<file path="src/rtl/hash_target_checker_pkg.sv">
// Shared types and constants for the hash/target comparison sequencer.
// The optional hit counter is enabled with the HTC_STATS_EN macro.
package htc_pkg;

  localparam int BYTE_W = 8;

  typedef enum logic [1:0] {
    IDLE    = 2'd0,
    COMPARE = 2'd1,
    DONE    = 2'd2
  } htc_state_e;

endpackage

</file>
<file path="src/rtl/hash_target_checker_byte_cmp.sv">
// Single 8-bit unsigned comparator, time-shared by the checker across all
// bytes of the hash. Purely combinational.
module byte_cmp
  import htc_pkg::*;
(
  input  logic [BYTE_W-1:0] a,
  input  logic [BYTE_W-1:0] b,
  output logic              eq,
  output logic              gt,
  output logic              lt
);

  // Exactly one of eq/gt/lt is high for any operand pair
  always_comb begin
    eq = (a == b);
    gt = (a > b);
    lt = (a < b);
  end

endmodule

</file>
<file path="config.mk">
export PLATFORM = sky130hd
export DESIGN_NAME = byte_cmp
export DESIGN_NICKNAME = d
export VERILOG_FILES = /design/src/rtl/hash_target_checker_pkg.sv /design/src/rtl/hash_target_checker_byte_cmp.sv
export SDC_FILE = /design/constraint.sdc
export NUM_CORES = 1
export LEC_CHECK = 0
export ABC_AREA = 0
export CAP_MARGIN = 10
export CORE_AREA = 2 2 39 41
export DETAILED_ROUTE_END_ITERATION = 8
export DIE_AREA = 0 0 41 43
export PLACE_DENSITY = 0.49
export SETUP_SLACK_MARGIN = 0.2
export SYNTH_ARGS = -nofsm -noshare
export SYNTH_HDL_FRONTEND = slang
export SYNTH_SLANG_ARGS = --single-unit
export TNS_END_PERCENT = 50
</file>
<file path="constraint.sdc">
create_clock -name vclk -period 1.1
set_input_delay 0.165 -clock vclk [all_inputs]
set_output_delay 0.165 -clock vclk [all_outputs]
set_load 0.05 [all_outputs]
</file>
# Word level (Yosys, flattened, before mapping)
# Cells that the tools add are included.
# Widths: inputs -> output; s select.
# word_totals
reg_bits,0
latchBits,0
ramBits,0
rom_bits,0
inputBits,16
out_inout_bits,3
word_cells,3
n_memories,0
# op_classes
add_sub_neg,0
mul,0
div_mod_pow,0
n_lt_le_gt_ge,2
eq_ne,1
n_shift,0
n_mux,0
bitwise_logic,0
n_reduce_logical,0
# ops
op,n
$eq 8x8->1,1
$gt 8x8->1,1
$lt 8x8->1,1

# Longest topological paths before layout
# logic_depth
depth_word,1
depth_mapped,6

# Worst setup path after synthesis
# Ideal clock, no wire load.
# synth_path
kind,input to output
from,input port b[7]
to,output port gt
arrival_time_ps,1724
path_slack_ps,-789
stages,5
path_buffers,0
path_cell_list,inv_1 -> ha_1 -> nand4_2 -> nor2_1 -> o21ba_1
# synth_between
elab_chain_len,1
# synth_rtl
item,line_no,source
"start, declared",hash_target_checker_byte_cmp.sv:7,"input logic [BYTE_W-1:0] b,"
$gt 8x8->1,hash_target_checker_byte_cmp.sv:16,gt = (a > b);
"end, declared",hash_target_checker_byte_cmp.sv:9,"output logic gt,"
# No other way between the ends.

# Worst setup path in the final report
# layout_path
from,input port b[1]
to,output port lt
# layout_between
elab_chain_len,1
# layout_rtl
item,line_no,source
$lt 8x8->1,hash_target_checker_byte_cmp.sv:17,lt = (a < b);
"end, declared",hash_target_checker_byte_cmp.sv:10,output logic lt
# No other way between the ends.

==> qor.csv <==
metric,value,unit
outcome,"finished, violations left",
violations,setup timing,
diodes,0,
ant_nets,0,
seq_cell_count,0,
cp_top_family,buffers and inverters,
overflow,0,
syn_nets,53,
holdPathStages,6,
grt_pass1_vias,323,
synthCells,29,
worst-path-buf-inv,4,
grt_first_pass_wirelength,1.21,mm
crit_chain,buf_6 -> inv_4 -> ha_4 -> nor2b_4 -> o211ai_2 -> a21oi_2 -> buf_4 -> nor2_4 -> buf_12,
grt_max_degree,4,
die_area,1760,µm²
dr.first_iter.drc_count,0,
io_buffers,19,
yosys_warnings,0,
ys_types,12,
drc,0,
post_cts_buffers,0,
routed_via_density,4.31,
vias,289,
hold_slack,926,ps
slew_headroom,90.1,%
met2_usage,19.7,%
max_cap_viol_count,0,
final_layout_size_suffix_gt1_share,96.1,%
dieHeight,43,µm
dp_hpwl,680,µm
hold_violations,0,
ioPinCount,19,
cp_max_fo,2,
finalCritPeriodShare,125,%
required,940,ps
setup_viol,3,
grt_setup_unrepaired,yes,
gr-usage-met1,9.81,%
initial_core_util,16.3,%
busiest_layer,met2,
wirelength,709,µm
p_leak,0.250,nW
slew_viol_final,0,
yosysSeqAreaShare,0,%
core,1380,µm²
irDropWorstVdd,0.000148,V
stdcell_area,608,µm²
placed_area,633,µm²
p_per_area,498,nW/µm²
n_clock_buffer,0,
hold_path.class,input pin to output pin,
cp-start-kind,input pin,
avgSynthCellArea,7.77,µm²
die_x,41,µm
fmax,727,MHz
cpMaxStageDelayCell,ha_4,
seq_area,0,µm²
crit_cells,9,
use_met3,0,%
wl_per_cell,10.6,µm
crit_path_end_kind,output pin,
grt_usage,9.39,%
antenna_found_initial,0,
syn_to_final_growth,170,%
nNetsFinal,77,
drt_pass1_iterations,1,
netlist_area,225,µm²
finalCriticalPeriod,1370,ps
fin_ws,-275,ps
critPathArrivalTime,1210,ps
critPathKind,input pin to output pin,
tightest_slew,148,ps
std_cell_rows,14,
gp_congestion,0.558,
crit_path_max_incr_delay,180,ps
holdBufCountCts,0,
path summary, 6_finish.rpt:
kind              startpoint  to  slack [ps]
setup / recovery        b[1]  lt        -270
hold / removal          a[7]  gt         930
layer usage:
layer	wire (µm)	share of wire (%)
met2	395	56
met3	77	11
met4	0	0
met5	0	0
met1	236	33
power breakdown:
group / switching [mW] / internal [mW]
Sequential: 0 / 0
Combinational: 0.139 / 0.164
Clock: 0 / 0
Total: 0.139 / 0.164
worst min-delay path, stage by stage:
cell and delay, ps:
buf_2 100, ha_4 120, a21oi_2 40, o21ai_2 70, o21ba_4 140, buf_12 130
cell usage in the layout (no fill, tap or decap):
master / count
clkbuf_4: 1
buf_2: 10
inv_2: 5
ha_4: 8
inv_12: 1
nor2b_4: 1
a21oi_2: 4
o21ai_2: 1
nor2_4: 2
o21ba_4: 1
nand2_1: 1
buf_12: 3
nand4_1: 1
inv_4: 2
buf_4: 2
buf_6: 3
clkdlybuf4s15_2: 3
nand4_4: 1
o211ai_2: 1
cell families after synthesis:
logic type / synth area share, %
buffers and inverters: 13.3
and+or+nand+nor: 19.4
adders and majority gates: 44.4
AOI/OAI and AO/OA: 22.8
cell usage after synthesis:
library cell / count / area share (%)
nor2_1: 2 / 3.3
o211ai_2: 1 / 5.6
nand2_1: 1 / 1.7
a21oi_1: 3 / 6.7
nand4_1: 1 / 2.8
a21oi_2: 1 / 3.9
nand4_2: 1 / 5.6
o21ai_0: 1 / 2.2
o21ba_1: 1 / 4.4
ha_1: 8 / 44
nor2b_4: 1 / 6.1
inv_1: 8 / 13
stage by stage:
stage	TNS, ps	utilization (%)	power [mW]	worst slack, ps	cells
6_report	-728	43.9	0.303	-275	67
2_1_floorplan	-330	-	0.161	-217	29
4_1_cts	-798	43.8	0.309	-311	67
5_1_grt	-883	43.9	0.329	-325	67
3_5_place_dp	-2190	45.8	0.309	-757	67
3_3_place_gp	-2130	45.8	0.300	-736	67
final cells by class:
cell class | count | area (µm²)
fillers | 138 | 776
inverters | 8 | 47.5
multi-input cells | 21 | 340
well taps | 16 | 20.0
repair buffers | 22 | 200
repair_timing:
| action | 4_1_cts | 5_1_grt |
|---|---|---|
| pin swaps | 16 | 3 |
| endpoints found under the setup margin | 3 | 3 |
| gates resized for setup | 70 | 1 |
(Power assumes the default switching activity.)
